<file path="config.mk">
export PLATFORM = sky130hd
export DESIGN_NAME = position_tracker
export DESIGN_NICKNAME = d
export VERILOG_FILES = /design/src/rtl/position_tracker_pkg.sv /design/src/rtl/position_tracker_axis_filter.sv /design/src/rtl/position_tracker.sv
export SDC_FILE = /design/constraint.sdc
export NUM_CORES = 1
export LEC_CHECK = 0
export ABC_CLOCK_PERIOD_IN_PS = 13730
export BUFFER_PORTS_ARGS = -buffer_cell sky130_fd_sc_hd__buf_2
export CORE_MARGIN = 3
export CORE_UTILIZATION = 40
export CTS_CLUSTER_SIZE = 20
export DETAILED_ROUTE_END_ITERATION = 8
export PLACE_DENSITY = 0.57
export SETUP_SLACK_MARGIN = 0.15
export SLEW_MARGIN = 40
export SYNTH_ARGS = -nofsm -noshare
export SYNTH_HDL_FRONTEND = slang
export SYNTH_SLANG_ARGS = --single-unit
</file>
<file path="constraint.sdc">
create_clock -name clk -period 13.73 [get_ports clk]
set_clock_uncertainty 0.2 [all_clocks]
set_input_delay 0.6865 -clock clk [delete_from_list [all_inputs] [get_ports clk]]
set_output_delay 0.6865 -clock clk [all_outputs]
set_load 0.1 [all_outputs]
</file>
<file path="src/rtl/position_tracker_pkg.sv">
// Shared types, fixed-point defaults and the clamp helper for the position tracker.
// Pure declarations: no latency, no flow control.
package tracker_pkg;

    typedef enum logic [1:0] {
        ST_IDLE    = 2'd0,
        ST_ACQUIRE = 2'd1,
        ST_TRACK   = 2'd2,
        ST_COAST   = 2'd3
    } state_t;

    typedef enum logic [2:0] {
        OP_HOLD   = 3'd0,
        OP_CLEAR  = 3'd1,
        OP_SNAP   = 3'd2,
        OP_FILTER = 3'd3,
        OP_EXTRAP = 3'd4
    } axis_op_t;

    localparam int DEF_INPUT_WIDTH = 11;
    localparam int DEF_FRAC_BITS   = 4;
    localparam int DEF_FIX_W       = DEF_INPUT_WIDTH + DEF_FRAC_BITS;
    localparam int CALC_W          = 32;

    function automatic logic signed [CALC_W-1:0] clamp_s(
        input logic signed [CALC_W-1:0] v,
        input logic signed [CALC_W-1:0] lo,
        input logic signed [CALC_W-1:0] hi
    );
        if (v < lo) return lo;
        if (v > hi) return hi;
        return v;
    endfunction

endpackage

</file>
<file path="src/rtl/position_tracker_axis_filter.sv">
// One axis of the tracker: EMA filter state, velocity, gate compare and clamped extrapolation.
// State changes one cycle after op is presented; no backpressure (op is a one-shot command).
module track_axis_filter
    import tracker_pkg::*;
#(
    parameter int INPUT_WIDTH  = DEF_INPUT_WIDTH,
    parameter int FRAC_BITS    = DEF_FRAC_BITS,
    parameter int SMOOTH_SHIFT = 2,
    parameter int GATE_RADIUS  = 64,
    parameter int AXIS_MAX     = 640
)(
    input  logic                   clk,
    input  logic                   reset,
    input  axis_op_t               op,
    input  logic [INPUT_WIDTH-1:0] meas,
    output logic [INPUT_WIDTH-1:0] pos,
    output logic                   gated
);
    localparam int FW   = INPUT_WIDTH + FRAC_BITS;
    localparam int F_HI = (AXIS_MAX - 1) << FRAC_BITS;

    logic [FW-1:0]                f;
    logic signed [INPUT_WIDTH:0]  vel;
    logic [FW-1:0]                meas_fx;
    logic signed [FW:0]           diff;
    logic [FW-1:0]                f_filt;
    logic signed [INPUT_WIDTH:0]  vel_filt;
    logic signed [CALC_W-1:0]     f_s;
    logic signed [CALC_W-1:0]     vel_s;
    logic signed [CALC_W-1:0]     ext_sum;
    logic signed [CALC_W-1:0]     ext_clamped;
    logic signed [CALC_W-1:0]     dx;

    assign pos     = f[FW-1:FRAC_BITS];
    assign meas_fx = {meas, {FRAC_BITS{1'b0}}};
    assign diff    = $signed({1'b0, meas_fx}) - $signed({1'b0, f});
    // The shifted step always lands between f and meas_fx, so truncation back to FW is lossless.
    assign f_filt   = FW'($signed({1'b0, f}) + (diff >>> SMOOTH_SHIFT));
    assign vel_filt = $signed({1'b0, f_filt[FW-1:FRAC_BITS]}) - $signed({1'b0, pos});

    assign f_s         = $signed({{(CALC_W-FW){1'b0}}, f});
    assign vel_s       = $signed({{(CALC_W-INPUT_WIDTH-1){vel[INPUT_WIDTH]}}, vel});
    assign ext_sum     = f_s + (vel_s <<< FRAC_BITS);
    assign ext_clamped = clamp_s(ext_sum, 0, F_HI);

    assign dx    = $signed({{(CALC_W-INPUT_WIDTH){1'b0}}, meas})
                 - $signed({{(CALC_W-INPUT_WIDTH){1'b0}}, pos});
    assign gated = (dx <= GATE_RADIUS) && (dx >= -GATE_RADIUS);

    always_ff @(posedge clk) begin
        if (reset) begin
            f   <= '0;
            vel <= '0;
        end else begin
            unique case (op)
                OP_CLEAR: begin
                    f   <= '0;
                    vel <= '0;
                end
                OP_SNAP: begin
                    f   <= meas_fx;
                    vel <= '0;
                end
                OP_FILTER: begin
                    f   <= f_filt;
                    vel <= vel_filt;
                end
                OP_EXTRAP: f <= ext_clamped[FW-1:0];
                default: ;
            endcase
        end
    end

endmodule

</file>
<file path="src/rtl/position_tracker.sv">
// Per-frame target tracker: EOF detect, IDLE/ACQUIRE/TRACK/COAST FSM, hit/miss counters.
// Outputs and frame_tick update two cycles after EOF; no backpressure, one update per frame.
module position_tracker
    import tracker_pkg::*;
#(
    parameter int INPUT_WIDTH  = DEF_INPUT_WIDTH,
    parameter int FRAME_X_MAX  = 640,
    parameter int FRAME_Y_MAX  = 480,
    parameter int FRAC_BITS    = DEF_FRAC_BITS,
    parameter int SMOOTH_SHIFT = 2,
    parameter int ACQ_FRAMES   = 3,
    parameter int COAST_FRAMES = 4,
    parameter int GATE_RADIUS  = 64
)(
    input  logic                   clk,
    input  logic                   reset,
    input  logic                   enable,
    input  logic [INPUT_WIDTH-1:0] vga_x,
    input  logic [INPUT_WIDTH-1:0] vga_y,
    input  logic [INPUT_WIDTH-1:0] x_position,
    input  logic [INPUT_WIDTH-1:0] y_position,
    output logic [INPUT_WIDTH-1:0] track_x,
    output logic [INPUT_WIDTH-1:0] track_y,
    output logic                   track_valid,
    output logic                   track_locked,
    output logic                   frame_tick
);
    localparam int HC_W = $clog2(ACQ_FRAMES + 1);
    localparam int MC_W = $clog2(COAST_FRAMES + 1);
    localparam logic [INPUT_WIDTH-1:0] X_END   = INPUT_WIDTH'(FRAME_X_MAX);
    localparam logic [INPUT_WIDTH-1:0] Y_END   = INPUT_WIDTH'(FRAME_Y_MAX);
    localparam logic [HC_W-1:0]        HC_ONE  = HC_W'(1);
    localparam logic [HC_W-1:0]        HC_LAST = HC_W'(ACQ_FRAMES - 1);
    localparam logic [HC_W-1:0]        HC_FULL = HC_W'(ACQ_FRAMES);
    localparam logic [MC_W-1:0]        MC_ONE  = MC_W'(1);
    localparam logic [MC_W-1:0]        MC_LAST = MC_W'(COAST_FRAMES - 1);

    state_t          state, state_nx;
    axis_op_t        op;
    logic [HC_W-1:0] hit_cnt, hit_cnt_nx;
    logic [MC_W-1:0] miss_cnt, miss_cnt_nx;
    logic            clear, eof, eof_d;
    logic            hit, gated_hit, gate_x, gate_y;

    assign clear     = reset || !enable;
    assign eof       = (vga_x == X_END) && (vga_y == Y_END);
    assign hit       = !(((x_position == '0) && (y_position == '0))
                       || (x_position >= X_END) || (y_position >= Y_END));
    assign gated_hit = hit && gate_x && gate_y;

    always_comb begin
        state_nx    = state;
        op          = OP_HOLD;
        hit_cnt_nx  = hit_cnt;
        miss_cnt_nx = miss_cnt;
        if (eof_d) begin
            unique case (state)
                ST_IDLE: if (hit) begin
                    op         = OP_SNAP;
                    hit_cnt_nx = HC_ONE;
                    state_nx   = (ACQ_FRAMES == 1) ? ST_TRACK : ST_ACQUIRE;
                end
                ST_ACQUIRE: begin
                    if (gated_hit) begin
                        op = OP_FILTER;
                        if (hit_cnt >= HC_LAST) begin
                            hit_cnt_nx = HC_FULL;
                            state_nx   = ST_TRACK;
                        end else begin
                            hit_cnt_nx = hit_cnt + HC_ONE;
                        end
                    end else if (hit) begin
                        op         = OP_SNAP;
                        hit_cnt_nx = HC_ONE;
                    end else begin
                        op         = OP_CLEAR;
                        hit_cnt_nx = '0;
                        state_nx   = ST_IDLE;
                    end
                end
                ST_TRACK: begin
                    if (gated_hit) begin
                        op = OP_FILTER;
                    end else if (COAST_FRAMES == 1) begin
                        op         = OP_CLEAR;
                        hit_cnt_nx = '0;
                        state_nx   = ST_IDLE;
                    end else begin
                        op          = OP_EXTRAP;
                        miss_cnt_nx = MC_ONE;
                        state_nx    = ST_COAST;
                    end
                end
                default: begin
                    if (gated_hit) begin
                        op          = OP_FILTER;
                        miss_cnt_nx = '0;
                        state_nx    = ST_TRACK;
                    end else if (miss_cnt >= MC_LAST) begin
                        op          = OP_CLEAR;
                        hit_cnt_nx  = '0;
                        miss_cnt_nx = '0;
                        state_nx    = ST_IDLE;
                    end else begin
                        op          = OP_EXTRAP;
                        miss_cnt_nx = miss_cnt + MC_ONE;
                    end
                end
            endcase
        end
    end

    // A clear landing on the eof_d cycle drops that frame's update and its tick.
    always_ff @(posedge clk) begin
        if (clear) begin
            state      <= ST_IDLE;
            hit_cnt    <= '0;
            miss_cnt   <= '0;
            eof_d      <= 1'b0;
            frame_tick <= 1'b0;
        end else begin
            state      <= state_nx;
            hit_cnt    <= hit_cnt_nx;
            miss_cnt   <= miss_cnt_nx;
            eof_d      <= eof;
            frame_tick <= eof_d;
        end
    end

    track_axis_filter #(
        .INPUT_WIDTH (INPUT_WIDTH),
        .FRAC_BITS   (FRAC_BITS),
        .SMOOTH_SHIFT(SMOOTH_SHIFT),
        .GATE_RADIUS (GATE_RADIUS),
        .AXIS_MAX    (FRAME_X_MAX)
    ) u_axis_x (
        .clk  (clk),
        .reset(clear),
        .op   (op),
        .meas (x_position),
        .pos  (track_x),
        .gated(gate_x)
    );

    track_axis_filter #(
        .INPUT_WIDTH (INPUT_WIDTH),
        .FRAC_BITS   (FRAC_BITS),
        .SMOOTH_SHIFT(SMOOTH_SHIFT),
        .GATE_RADIUS (GATE_RADIUS),
        .AXIS_MAX    (FRAME_Y_MAX)
    ) u_axis_y (
        .clk  (clk),
        .reset(clear),
        .op   (op),
        .meas (y_position),
        .pos  (track_y),
        .gated(gate_y)
    );

    assign track_valid  = (state == ST_TRACK) || (state == ST_COAST);
    assign track_locked = (state == ST_TRACK);

endmodule

</file>
==> results of run 1 <==
final cells by class:
cell class / count / area, sq um / area share [%]
sequential: 63 / 1260 / 14.6
tap: 260 / 325 / 3.77
inverter: 63 / 236 / 2.74
clock inverter: 3 / 65.1 / 0.754
multi-input combinational: 837 / 6100 / 70.7
clock buffer: 12 / 267 / 3.09
timing repair buffer: 74 / 378 / 4.38
cell families (layout without fill, tap and decap cells):
logic type               Yosys count  count (layout)  share of synthesized area (%)
adder cells (fa/ha/maj)          105             105                           17.6
flip-flops                        63              63                           16.3
XOR/XNOR                          87              87                           9.82
multiplexers                      12              12                           1.69
AND/OR/NAND/NOR                  310             310                           20.7
AO/OA/AOI/OAI                    323             323                           28.6
buffers and inverters             98             152                           5.35
per-layer routing:
metal,part of all wire [%],GRT usage (%)
met1,51,31.0
met2,42,32.7
met3,4.6,2.78
met4,2.0,4.27
met5,0,0
stage by stage:
stage	area [sq um]	power [mW]	setup WS (ns)	hold WS, ns
4_1_cts	8630	0.584	8.48	0.271
5_1_grt	8630	0.611	8.04	0.289
6_report	8630	0.582	8.48	0.269
3_5_place_dp	8300	0.329	8.29	0.259
3_3_place_gp	8290	0.329	8.34	0.251
2_1_floorplan	7760	0.294	8.38	0.236
worst reg2reg max path: cells and delay by family, from the launching register on:
kind	cells	cell delay (ns)
AO/OA/AOI/OAI	12	2.80
AND/OR/NAND/NOR	4	0.97
adder cells (fa/ha/maj)	2	0.52
XOR/XNOR	2	0.30
flip-flops	1	0.36
layout by cell type (no fill, tap or decap), types with 8 or more instances in the layout:
master	count
a211oi_1	11
a21o_1	22
a21oi_1	81
a22o_1	29
a31oi_1	17
and3_1	10
buf_2	71
clkbuf_16	9
dfxtp_1	63
ha_1	98
inv_1	63
nand2_1	79
nand2b_1	20
nand3_1	32
nand4_1	10
nor2_1	59
nor2b_1	19
nor3_1	23
nor4_1	10
o211ai_1	9
o21a_1	9
o21ai_0	48
o2bb2ai_1	8
o31ai_1	9
xnor2_1	52
xor2_1	35
path summary, 6_finish.rpt:
kind	start	endpoint	slack (ns)	cells past startpoint
min reg2reg	miss_cnt[2]	miss_cnt[2]	0.27	2
max reg2reg	u_axis_x.f[3]	u_axis_x.vel[10]	8.48	20
max	u_axis_x.f[3]	u_axis_x.vel[10]	8.48	20
min	miss_cnt[2]	miss_cnt[2]	0.27	2
power by group:
group | switching, mW | leakage (nW) | internal, mW
sequential | 0.00000000166 | 0.507 | 0.183
combinational | 0.0830 | 3.02 | 0.0604
clock | 0.0832 | 0.165 | 0.172
total | 0.166 | 3.69 | 0.416
flip-flops by register name, indices dropped and copies added, names as in the netlist, named ones only:
name	flops
hit_cnt	2
u_axis_x.vel	12
eof_d	1
miss_cnt	3
u_axis_y.vel	12
frame_tick	1
u_axis_y.f	15
state	1
u_axis_x.f	15
==> metrics, run 1 <==
leak pwr=3.69 nW; critical-path cell list=nor4_1, a21oi_1, o21bai_1, a21oi_1, nor2b_1, nor2_1, o21ba_2, o21ai_0, nor2_1, a311o_1, ha_1, o41ai_1, xnor2_1, ha_1, a21oi_1, o21ai_0, a21o_1, a21oi_1, xnor2_1, a22o_1; Post-synth top cells=ha_1 (98), a21oi_1 (81), nand2_1 (79); worst path required time=13.76 ns; Layout area overhead=11.3%; CP endpoint kind=flip-flop; vias in the first global route=7112; final WL=22.6 mm; post-DR vias/cell=5.70; Die Width=145 um; RSZ-0062 raised after global routing=false; largest net degree at the start of global routing=26; worst-margin pin slew=0.842 ns; Total Routing Usage GR=21.0%; clk_lat worst skew=0.34 ns; Final Max Tran Viols=0; Placed Instances=1297; relative slew slack=43.3%; post-route setup TNS=0 ns; CP max-delay cell=nor4_1; CP Max Fanout=5; drt drc=0; CTS tree=built; minimum clock period=5.25 ns; fmax=0.191 GHz; PwrDens=67.4 mW/mm^2; CTS max path bufs=2; CTS sink count=63; ANT nets after route=0; Synth Flop Type=dfxtp_1; largest area contributor in the netlist=dfxtp_1; crit path kind=flip-flop to flip-flop; fin nets=1200; worst path bufs/invs=0; total number of vias=7474; Yosys warnings=0; Avg Cell Area, Syn=7.78 sq um; sequential element share of the synthesized area=16.3%; post-synth top area share=16.3%; cell area after synthesis=0.00776 sq mm; Worst-path clk slew=0.05 ns; synth unique cells=80; Critical Path Source Type=flip-flop; H-tree levels=3; Async SR Flop Fraction=0%; core area=0.0189 sq mm; Hold Crit Class=flip-flop to flip-flop; Inserted Diodes=0; RePlAce Congestion=0.878; syn nets=1150; most used cell along the critical path=a21oi_1; Area contributors post-synth=dfxtp_1 (16%), ha_1 (16%), xnor2_1 (5.9%); TritonCTS Buffers=9; count leader, synth=ha_1; Worst path top cell family by delay=compound AO/OA/AOI/OAI gates; Pre-Repair DR Iteration Count=5; cts hold-fix bufs=0; Post-Synthesis Cells=998; hold violation total from the final report=0; Core Rows=50; first-pass GRT wire length=36.7 mm; DRT iter0 DRCs=598; Final Core Density=45.7%; Post-synth EDFFs=0; # setup viols final=0; post-CTS setup buffers=0; Final Cycle Share=38.2%; Non-Filler Instances=1312; status=finished, final reports clean; critical path arrival=5.28 ns; fillers=1960; slowest stage delay, CP=0.67 ns; initial antenna violation count=0; die span in y=145 um; Boundary Pins=72; wire per inst=17.3 um; proportion of layout cells with a drive suffix above 1=11.4%; Resized Gates After CTS=0; DP HPWL=17.9 mm; Yosys reg bits=63; PortBufs=71; total congestion overflow=0; maximum vdd drop=62.0 uV; CTS root buffer=clkbuf_16; maxcap violations=0; Die ar.=0.0211 sq mm; initial cell density of the core=41.1%
(Power assumes the default switching activity.)
==> inputs of run 2 (changes only) <==
ABC_CLOCK_PERIOD_IN_PS = 5500   (was 13730)
clock period = 5.5 ns   (was 13.73 ns; I/O delays follow)
==> run 2 against run 1 <==
Critical path depth up 1. Sequential power up 150%. Final cell count rose by 0.84%. Register-to-register slack worse by 7.9 ns. Die area unchanged. Sequential share of layout area is 0.068 points lower. Critical path type unchanged. Critical endpoint unchanged. Largest cell class unchanged.
==> metrics, run 2 (synthesis results as in run 1) <==
crit path from=u_axis_x.f[4]; wire per inst=17.4 um; RR Endpoint=u_axis_x.vel[10]; Worst R2R Path Depth=21; minimum clock period=4.91 ns; GR Layer Usage met2=31.9%; slowest stage delay, CP=0.47 ns; crit path kind=flip-flop to flip-flop; Worst-path clk slew=0.06 ns; Die ar.=0.0211 sq mm; Worst Hold Depth=3; CP endpoint kind=flip-flop; maximum vdd drop=131 uV; RePlAce Congestion=0.891; final WL=23.0 mm; met3 usage in global routing=3.34%; Boundary Pins=72; status=finished, final reports clean; Critical Path Source Type=flip-flop; core area=0.0189 sq mm; initial antenna violation count=0; Hold Crit Class=input port to flip-flop; worst-margin pin slew=0.866 ns; initial cell density of the core=41.1%; Global Route met1 Usage=32.6%; ANT nets after route=0; fillers=2024; hold_ws=0.0156 ns; worst path required time=5.53 ns; CTS max path bufs=2; crit path to=u_axis_x.vel[10]; most frequent cells in the layout=ha_1 (98), a21oi_1 (80), nand2_1 (79), buf_2 (71), inv_1 (63); most used cell along the critical path=a21oi_1; Total Routing Usage GR=21.4%; post-CTS setup buffers=0; post-route setup TNS=0 ns; hold violation total from the final report=0; GR peak layer=met1; clk_lat worst skew=0.34 ns; fmax=0.204 GHz; Worst Slack Setup Final=0.591 ns; H-tree levels=3; vias in the first global route=6927; DRT iter0 DRCs=576; Die Width=145 um; Final Cycle Share=89.2%; total number of vias=7535; Worst path top cell family by delay=compound AO/OA/AOI/OAI gates; Placed Area=0.00834 sq mm; first-pass GRT wire length=37.5 mm; Final Max Tran Viols=0; TritonCTS Buffers=9; # setup viols final=0; maxcap violations=0; RSZ-0062 raised after global routing=false; total congestion overflow=0; PwrDens=161 mW/mm^2; worst r2r src=u_axis_x.f[4]; Tot Pwr=1.40 mW; proportion of layout cells with a drive suffix above 1=12.0%; CTS root buffer=clkbuf_16; drt drc=0; largest net degree at the start of global routing=26; critical path arrival=4.94 ns; CP max-delay cell=dfxtp_1; Inserted Diodes=0; relative slew slack=42.2%; PortBufs=71; instance count on the critical path=21; DP HPWL=18.1 mm; R2R setup slack=0.59 ns; CTS sink count=63; Design Area, Final=0.00868 sq mm; leak pwr=3.73 nW; fin nets=1210; critical-path cell list=ha_1, a21oi_1, o21bai_1, a21oi_1, nor2b_1, nor2_1, o21ba_2, xnor2_1, ha_1, and2_1, o21ai_0, o31ai_2, o41ai_2, xnor2_1, ha_1, a21oi_1, o21ai_0, a21o_1, a21oi_1, xnor2_1, a22o_1; CP Max Fanout=7; Core Rows=50; worst path bufs/invs=0; Pre-Repair DR Iteration Count=6; Layout area overhead=11.9%; Post-Place Worst Slack=0.521 ns; CTS tree=built; die span in y=145 um; most common cell after layout, fill and taps aside=ha_1; post-DR vias/cell=5.70; biggest regs=u_axis_x.f x15, u_axis_y.f x15
## run 2: layout make-up
| type | count | area [sq um] | share of cell area, % |
|---|---|---|---|
| Inverter | 63 | 236 | 2.72 |
| Clock buffer | 12 | 246 | 2.84 |
| Tap cell | 260 | 325 | 3.75 |
| Sequential cell | 63 | 1260 | 14.5 |
| Timing Repair Buffer | 84 | 460 | 5.30 |
| Clock inverter | 4 | 45.0 | 0.519 |
| Multi-Input combinational cell | 837 | 6110 | 70.3 |
## run 2: how the worst min path moves through the flow
| stage | to | from |
|---|---|---|
| 6_report | u_axis_x.f[7] | x_position[3] |
| 5_1_grt | u_axis_y.f[7] | y_position[3] |
| 4_1_cts | u_axis_x.f[7] | x_position[3] |
| 3_5_place_dp | u_axis_x.vel[7] | u_axis_x.vel[7] |
| 3_3_place_gp | u_axis_x.vel[7] | u_axis_x.vel[7] |
| 2_1_floorplan | u_axis_x.f[5] | x_position[1] |
## run 2: what timing repair did
| action | 4_1_cts | 5_1_grt |
|---|---|---|
| hold buffers | 3 | 0 |
| gates resized for setup | 0 | 3 |
| hold endpoints to repair | 1 | 0 |
| setup endpoints to repair | 0 | 3 |
## run 2: worst reg2reg max path: cells and delay by family (launching register included)
kind                       cells  cell delay, ns
DFF                            1            0.47
adders and majority gates      3            0.91
xor gates and xnor gates       3            0.42
AOI/OAI and AO/OA             12            2.38
and+or+nand+nor                3            0.44
## run 2: through the flow
step	instances	utilization, %
after floorplan	998	-
after global placement	1304	44.2
after detailed placement	1304	44.2
after CTS	1323	45.9
after global routing	1323	46.0
final	1323	46.0
## run 2: report_power, final
| group | internal (mW) | switching (mW) | leakage [nW] | total (mW) |
|---|---|---|---|---|
| Combinational | 0.152 | 0.209 | 3.08 | 0.361 |
| Sequential | 0.456 | 0.00000000450 | 0.508 | 0.456 |
| Clock | 0.361 | 0.217 | 0.146 | 0.578 |
## run 2: layer usage
layer	vias to the layer above	share of wire, %
met2	199	42
met1	3486	52
met3	29	4.9
met4	0	1.2
met5	-	0
li1	3821	-
